==> src/rtl/alu_share_arbiter_if.sv <==
// alu_share_arbiter_if: request/response bundle for the shared ALU arbiter; ALU_ARB_ZERO_FLAG_EN adds resp_zero
interface alu_share_arbiter_if #(
   parameter int W   = 32,
   parameter int OPW = 3
);
   logic           req0_valid;
   logic           req0_ready;
   logic [OPW-1:0] req0_op;
   logic [W-1:0]   req0_a;
   logic [W-1:0]   req0_b;
   logic           req1_valid;
   logic           req1_ready;
   logic [OPW-1:0] req1_op;
   logic [W-1:0]   req1_a;
   logic [W-1:0]   req1_b;
   logic           resp_valid;
   logic           resp_ready;
   logic           resp_id;
   logic [W-1:0]   resp_r;
`ifdef ALU_ARB_ZERO_FLAG_EN
   logic           resp_zero;
   modport master (
      output req0_valid, req0_op, req0_a, req0_b,
      output req1_valid, req1_op, req1_a, req1_b,
      output resp_ready,
      input  req0_ready, req1_ready, resp_valid, resp_id, resp_r, resp_zero
   );
   modport slave (
      input  req0_valid, req0_op, req0_a, req0_b,
      input  req1_valid, req1_op, req1_a, req1_b,
      input  resp_ready,
      output req0_ready, req1_ready, resp_valid, resp_id, resp_r, resp_zero
   );
`else
   modport master (
      output req0_valid, req0_op, req0_a, req0_b,
      output req1_valid, req1_op, req1_a, req1_b,
      output resp_ready,
      input  req0_ready, req1_ready, resp_valid, resp_id, resp_r
   );
   modport slave (
      input  req0_valid, req0_op, req0_a, req0_b,
      input  req1_valid, req1_op, req1_a, req1_b,
      input  resp_ready,
      output req0_ready, req1_ready, resp_valid, resp_id, resp_r
   );
`endif
endinterface

==> src/rtl/alu_share_arbiter.sv <==
// alu_share_arbiter: round-robin share of one ALU between two requesters; ALU_ARB_ZERO_FLAG_EN adds resp_zero
module alu_share_arbiter #(
   parameter int W   = 32,
   parameter int OPW = 3
) (
   input logic              clk,
   input logic              rst_n,
   alu_share_arbiter_if.slave bus
);
   localparam logic [1:0] IDLE = 2'd0;
   localparam logic [1:0] EXEC = 2'd1;
   localparam logic [1:0] RESP = 2'd2;
   logic [1:0]     state;
   logic           prio;
   logic           gid;
   logic           lid;
   logic [OPW-1:0] lop;
   logic [W-1:0]   la;
   logic [W-1:0]   lb;
   logic [W-1:0]   alu_r;
   // pick a requester: a lone valid wins, a tie goes to prio; ready only in IDLE and out of reset
   always_comb begin
      gid = (bus.req0_valid && bus.req1_valid) ? prio : bus.req1_valid;
      bus.req0_ready = rst_n && state == IDLE && bus.req0_valid && !gid;
      bus.req1_ready = rst_n && state == IDLE && bus.req1_valid && gid;
   end
   // ALU on the operands latched at grant; reserved opcodes yield zero
   always_comb begin
      case (lop)
         3'd0:    alu_r = la & lb;
         3'd1:    alu_r = la | lb;
         3'd2:    alu_r = la + lb;
         3'd3:    alu_r = la - lb;
         3'd4:    alu_r = {{(W-1){1'b0}}, $signed(la) < $signed(lb)};
         3'd5:    alu_r = ~(la | lb);
         default: alu_r = '0;
      endcase
   end
   // IDLE grants and latches, EXEC registers the result, RESP holds it until consumed
   always_ff @(posedge clk) begin
      if (!rst_n) begin
         state           <= IDLE;
         prio            <= 1'b0;
         lid             <= 1'b0;
         lop             <= '0;
         la              <= '0;
         lb              <= '0;
         bus.resp_valid  <= 1'b0;
         bus.resp_id     <= 1'b0;
         bus.resp_r      <= '0;
`ifdef ALU_ARB_ZERO_FLAG_EN
         bus.resp_zero   <= 1'b0;
`endif
      end else begin
         case (state)
            IDLE: if (bus.req0_valid || bus.req1_valid) begin
               lid   <= gid;
               lop   <= gid ? bus.req1_op : bus.req0_op;
               la    <= gid ? bus.req1_a : bus.req0_a;
               lb    <= gid ? bus.req1_b : bus.req0_b;
               state <= EXEC;
            end
            EXEC: begin
               bus.resp_r     <= alu_r;
               bus.resp_id    <= lid;
`ifdef ALU_ARB_ZERO_FLAG_EN
               bus.resp_zero  <= alu_r == '0;
`endif
               bus.resp_valid <= 1'b1;
               state          <= RESP;
            end
            RESP: if (bus.resp_ready) begin
               bus.resp_valid <= 1'b0;
               prio           <= ~bus.resp_id;
               state          <= IDLE;
            end
            default: state <= IDLE;
         endcase
      end
   end
endmodule
==> src/flat_wrapper.sv <==
// flat-port wrapper written by rule: the top's interface ports become plain ports
module alu_share_arbiter_flat 
#(
   parameter int W   = 32,
   parameter int OPW = 3
)
  (clk, rst_n, bus_req0_valid, bus_req0_op, bus_req0_a, bus_req0_b, bus_req1_valid, bus_req1_op, bus_req1_a, bus_req1_b, bus_resp_ready, bus_req0_ready, bus_req1_ready, bus_resp_valid, bus_resp_id, bus_resp_r);
  alu_share_arbiter_if #(.W(W), .OPW(OPW)) bus_i ();
  input logic clk;
  input logic rst_n;
  input wire logic [$bits(bus_i.req0_valid)-1:0] bus_req0_valid;
  input wire logic [$bits(bus_i.req0_op)-1:0] bus_req0_op;
  input wire logic [$bits(bus_i.req0_a)-1:0] bus_req0_a;
  input wire logic [$bits(bus_i.req0_b)-1:0] bus_req0_b;
  input wire logic [$bits(bus_i.req1_valid)-1:0] bus_req1_valid;
  input wire logic [$bits(bus_i.req1_op)-1:0] bus_req1_op;
  input wire logic [$bits(bus_i.req1_a)-1:0] bus_req1_a;
  input wire logic [$bits(bus_i.req1_b)-1:0] bus_req1_b;
  input wire logic [$bits(bus_i.resp_ready)-1:0] bus_resp_ready;
  output wire logic [$bits(bus_i.req0_ready)-1:0] bus_req0_ready;
  output wire logic [$bits(bus_i.req1_ready)-1:0] bus_req1_ready;
  output wire logic [$bits(bus_i.resp_valid)-1:0] bus_resp_valid;
  output wire logic [$bits(bus_i.resp_id)-1:0] bus_resp_id;
  output wire logic [$bits(bus_i.resp_r)-1:0] bus_resp_r;
  assign bus_i.req0_valid = bus_req0_valid;
  assign bus_i.req0_op = bus_req0_op;
  assign bus_i.req0_a = bus_req0_a;
  assign bus_i.req0_b = bus_req0_b;
  assign bus_i.req1_valid = bus_req1_valid;
  assign bus_i.req1_op = bus_req1_op;
  assign bus_i.req1_a = bus_req1_a;
  assign bus_i.req1_b = bus_req1_b;
  assign bus_i.resp_ready = bus_resp_ready;
  assign bus_req0_ready = bus_i.req0_ready;
  assign bus_req1_ready = bus_i.req1_ready;
  assign bus_resp_valid = bus_i.resp_valid;
  assign bus_resp_id = bus_i.resp_id;
  assign bus_resp_r = bus_i.resp_r;
  alu_share_arbiter #(.W(W), .OPW(OPW)) u_core (.clk(clk), .rst_n(rst_n), .bus(bus_i));
endmodule
==> config.mk <==
export PLATFORM = sky130hd
export DESIGN_NAME = alu_share_arbiter_flat
export DESIGN_NICKNAME = d
export VERILOG_FILES = /design/src/rtl/alu_share_arbiter_if.sv /design/src/rtl/alu_share_arbiter.sv /design/src/flat_wrapper.sv
export SDC_FILE = /design/constraint.sdc
export NUM_CORES = 1
export LEC_CHECK = 0
export ABC_CLOCK_PERIOD_IN_PS = 7100
export BUFFER_PORTS_ARGS = -buffer_cell sky130_fd_sc_hd__buf_4
export CORE_ASPECT_RATIO = 2
export CORE_UTILIZATION = 42
export DETAILED_ROUTE_END_ITERATION = 16
export PLACE_DENSITY = 0.74
export SKIP_LAST_GASP = 1
export SLEW_MARGIN = 30
export SYNTH_ARGS = -nofsm -noshare
export SYNTH_HDL_FRONTEND = slang
export SYNTH_SLANG_ARGS = --single-unit
export TNS_END_PERCENT = 10
==> constraint.sdc <==
create_clock -name clk -period 7.1 [get_ports clk]
set_input_delay 1.42 -clock clk [delete_from_list [all_inputs] [get_ports clk]]
set_output_delay 1.42 -clock clk [all_outputs]
set_load 0.02 [all_outputs]
==> run summary <==
The run finished, with violations left. The final reports fail on DRC. The logs give 2 for the maximum clock insertion buffer count and 0.3602 for the worst relative slew slack. The terminus of the critical flop-to-flop path was u_core.bus.resp_r[28]. In this run the power density over the cells is 213.9 nW/µm².

The tree is rooted in a sky130_fd_sc_hd__clkbuf_16. Fraction of registers with async set or reset after synthesis: 0. The type of the worst setup path was in -> out.

Total cell area at the placement stage: 11220 µm². In this run the most critical hold path is launched from u_core.bus.resp_r[9]. The first detailed-routing pass took 13 iterations. The number of nets in the synthesized netlist is 1543.

The top-level port count is 175. The unique cell type count in the Yosys netlist is 88, and the final estimated routing congestion in global placement is 0.9694. Launching point of the worst reg2reg path: u_core.lb[9]. The worst setup path is captured at a primary output. The deepest level of the CTS H-tree came out at 3. The region available for standard cell placement spans 23230 µm². The arrival time at the worst endpoint is 2510 ps, and the final design area excluding fillers is 11530 µm². The initial antenna violation count is 0, and the basic-gate share of the synthesized area counting and, or, nand and nor cells is 0.1730. The synthesized flop and latch total is 105, and the instance count of the mapped netlist is 1302. The count of nets left with antenna violations once routing finished came out at 0. Setup repair after global routing left no endpoint under its margin.

At the end of the flow, the number of nets in the layout was 1651. XOR/XNOR share of the synthesized area: 0.01328. Post-CTS timing repair inserted 0 buffers for setup. Based on the critical path, the design can be clocked at up to 254.5 MHz. Quantity of I/O buffers inserted on ports: 174. Setup slack of the critical path after layout: 3170 ps. TritonCTS built the clock tree. Across the VDD grid, the largest voltage drop is 0.0001181 V. The mean instance size in the synthesized netlist is 7.600 µm², and the fraction of synthesized area in multiplexers is 0.08016. The depth of the worst hold-timing path came out at 2.

After synthesis, the largest family of logic cells by area is compound AO/OA/AOI/OAI gates. After global routing the overflow that remains totals 0. During synthesis, Yosys emitted a total of 0 warnings. In this run the register-to-register setup slack is 3510 ps. Max-cap violations in this run came to 0. The period utilization works out to 0.5535.

For the pin with the worst max-slew slack, the measured transition is 959.7 ps. The total routing usage reported by global routing is 0.2739. The final cell utilization of the core is 0.4962.

The number of placement rows is 79, and the number of clock sinks is 105. The critical path required time is 5680 ps. Adder-cell share of the synthesized area: 0.1305. The total setup violations reported at the end of the flow was 0; the starting utilization of the core area was 0.4260. The logs give 9896 µm² for the post-synthesis instance area and 5.074 nW for the leakage dissipation. The type of the most critical hold path is reg -> reg.

The DRC violations left was 1; the global-route wire length before repair was 52.12 mm. The run gives 0 as the total count of max-transition violations in the final report. The category of the worst setup path launch point was an input port. Hold is met by 469.0 ps. The layout cell share with drive strength beyond 1 was 0.1760. The clock buffer count from CTS is 9. The insertion delay of the later-clocked pin in the worst-skew pair is 380 ps, and the area added between synthesis and finish is 16.48%. In the synthesized netlist the dominant register cell turns out to be sky130_fd_sc_hd__dfxtp_1. The logs give 0.2124 for the sequential share of the synthesized area and 25.40 mm for the half-perimeter wire length after detailed placement. The fraction of the mapped netlist area in compound gates was 0.3010.

Between clock sinks in the finished design, the worst skew comes to 12.18 ps. The die width is 110.5 µm. After detailed routing, the number of vias per cell comes to 6.004.

After clock tree synthesis, the clock-pin slew on the worst setup and hold paths is 70 ps. Dividing the detail-routed wire length by the instance count gives 19.83 µm. The die is 219.1 µm tall. The critical-path maximum fanout came out at 30. The count of final hold-check violations was 0. The count of flip-flops with a built-in enable after synthesis came out at 0. The post-route setup TNS came out at 0 ps. The largest net degree at the start of global routing is 88. The filler cell count is 2302. After the first detailed-routing iteration, the DRC count stood at 503.

Clock period minus worst slack: 3930 ps. The number of cell instances on the worst register-to-register path works out to 10. The hold-fix buffer count after cts is 0, and the final routed wirelength across all metal layers is 33.67 mm. The tools report the worst slack after detailed placement as 3152 ps.

Number of vias after detailed routing: 10194. The path with the worst hold slack has its endpoint at u_core.bus.resp_r[9]. 0 antenna diodes ended up in the layout. Number of global-route vias before repair: 9800. After clock tree synthesis, the repair step resized 0 gates.

The floorplan step defined a die boundary enclosing 24220 µm².
==> worst max-delay path, stage by stage <==
cell                      delay (ps)
sky130_fd_sc_hd__buf_4            80
sky130_fd_sc_hd__inv_1            60
sky130_fd_sc_hd__o21ai_4         110
sky130_fd_sc_hd__buf_4           420
sky130_fd_sc_hd__nor3b_1         240
sky130_fd_sc_hd__buf_4           170
==> power by group <==
part / internal (mW) / switching (mW)
clock network: 0.293 / 0.247
registers: 0.652 / 0.0643
logic: 0.463 / 0.747
total: 1.41 / 1.06
==> worst max-delay path by stage <==
stage                     end  slack, ps      startpoint
2_1_floorplan  bus_req0_ready       2920  bus_req0_valid
3_3_place_gp   bus_req0_ready       3150  bus_req0_valid
3_5_place_dp   bus_req0_ready       3150  bus_req0_valid
4_1_cts        bus_req0_ready       3140  bus_req0_valid
5_1_grt        bus_req0_ready       3050  bus_req0_valid
6_report       bus_req0_ready       3170  bus_req0_valid
==> Yosys cell counts (7+ instances only) <==
cell type	instances	area (µm²)
sky130_fd_sc_hd__nor2_1	178	668.1
sky130_fd_sc_hd__o211ai_1	8	60.06
sky130_fd_sc_hd__or2_2	7	43.79
sky130_fd_sc_hd__o31ai_1	13	97.59
sky130_fd_sc_hd__a31oi_1	26	162.7
sky130_fd_sc_hd__a22oi_1	23	172.7
sky130_fd_sc_hd__ha_1	100	1251
sky130_fd_sc_hd__buf_2	8	40.04
sky130_fd_sc_hd__a21o_1	8	60.06
sky130_fd_sc_hd__o21ai_0	68	340.3
sky130_fd_sc_hd__buf_1	12	45.04
sky130_fd_sc_hd__and3_1	7	43.79
sky130_fd_sc_hd__o22ai_1	9	56.30
sky130_fd_sc_hd__nand3_1	18	90.09
sky130_fd_sc_hd__a21oi_1	85	425.4
sky130_fd_sc_hd__mux2i_1	77	770.7
sky130_fd_sc_hd__inv_1	101	379.1
sky130_fd_sc_hd__o21a_1	11	82.58
sky130_fd_sc_hd__nand2_1	70	262.8
sky130_fd_sc_hd__or3_1	8	50.05
sky130_fd_sc_hd__clkbuf_8	10	137.6
sky130_fd_sc_hd__and2_1	7	43.79
sky130_fd_sc_hd__nor2b_1	10	62.56
sky130_fd_sc_hd__clkbuf_1	59	221.5
sky130_fd_sc_hd__xnor2_1	13	113.9
sky130_fd_sc_hd__nor4_1	7	43.79
sky130_fd_sc_hd__nand2b_1	10	62.56
sky130_fd_sc_hd__nor3_1	17	85.08
sky130_fd_sc_hd__a211oi_1	95	713.2
sky130_fd_sc_hd__o21bai_1	16	120.1
sky130_fd_sc_hd__dfxtp_1	105	2102
==> registers in the layout, indices dropped and copies added, names as in the netlist <==
name	count
u_core.bus.resp_r	32
u_core.la	32
u_core.lb	32
u_core.lop	3
u_core.state	2
u_core.bus.resp_id	1
u_core.bus.resp_valid	1
u_core.lid	1
u_core.prio	1
==> metrics by stage <==
step	power (mW)	std cells
detailed placement	1.918	1682
CTS	2.459	1698
global route	2.608	1698
finish	2.466	1698
global placement	1.900	1682
floorplan	1.572	1302
==> layout by cell type (no fill, tap or decap), types with 6 or more instances in the layout <==
cell / count
sky130_fd_sc_hd__a21oi_1: 84
sky130_fd_sc_hd__a31oi_1: 26
sky130_fd_sc_hd__nor2b_1: 9
sky130_fd_sc_hd__nand3_1: 18
sky130_fd_sc_hd__o311ai_0: 6
sky130_fd_sc_hd__o31ai_1: 13
sky130_fd_sc_hd__and3_1: 7
sky130_fd_sc_hd__or3_1: 8
sky130_fd_sc_hd__clkbuf_16: 9
sky130_fd_sc_hd__a21o_1: 8
sky130_fd_sc_hd__nand2b_1: 10
sky130_fd_sc_hd__and2_1: 7
sky130_fd_sc_hd__a22oi_1: 23
sky130_fd_sc_hd__dfxtp_1: 102
sky130_fd_sc_hd__ha_1: 100
sky130_fd_sc_hd__buf_4: 191
sky130_fd_sc_hd__a211oi_1: 95
sky130_fd_sc_hd__xnor2_1: 13
sky130_fd_sc_hd__nor4_1: 7
sky130_fd_sc_hd__o21bai_1: 16
sky130_fd_sc_hd__or4_1: 6
sky130_fd_sc_hd__or2_2: 7
sky130_fd_sc_hd__mux2i_1: 77
sky130_fd_sc_hd__nand2_1: 69
sky130_fd_sc_hd__o211ai_1: 8
sky130_fd_sc_hd__o22ai_1: 9
sky130_fd_sc_hd__nor2_1: 177
sky130_fd_sc_hd__o21ai_0: 67
sky130_fd_sc_hd__o221ai_1: 6
sky130_fd_sc_hd__o21a_1: 11
sky130_fd_sc_hd__nor3_1: 16
sky130_fd_sc_hd__inv_1: 101
==> cell type report <==
cell class,instances,area (µm²),share of cell area
Inverter,104,390.4,0.03387
Timing Repair Buffer,191,1434,0.1244
Clock buffer,12,256.5,0.02225
Multi-Input combinational cell,999,6934,0.6016
Clock inverter,4,51.30,0.004451
Tap cell,283,354.1,0.03072
Sequential cell,105,2106,0.1827
==> routing by layer <==
metal / vias up / global-route usage / part of all wire
met1: 4733 / 0.2643 / 0.34
met5: - / 0 / 0
met3: 127 / 0.03286 / 0.049
met4: 0 / 0.1991 / 0.066
met2: 407 / 0.5284 / 0.54
li1: 4927 / - / -
==> cells by family (layout without fill, tap and decap cells) <==
logic type / Yosys count / in the layout
buffers and inverters: 198 / 311
flip-flops: 105 / 105
AND/OR/NAND/NOR: 370 / 370
adder cells (fa/ha/maj): 102 / 102
multiplexers: 79 / 79
XOR/XNOR: 15 / 15
AO/OA/AOI/OAI: 433 / 433
No activity file was read; power rests on OpenSTA's default activity.
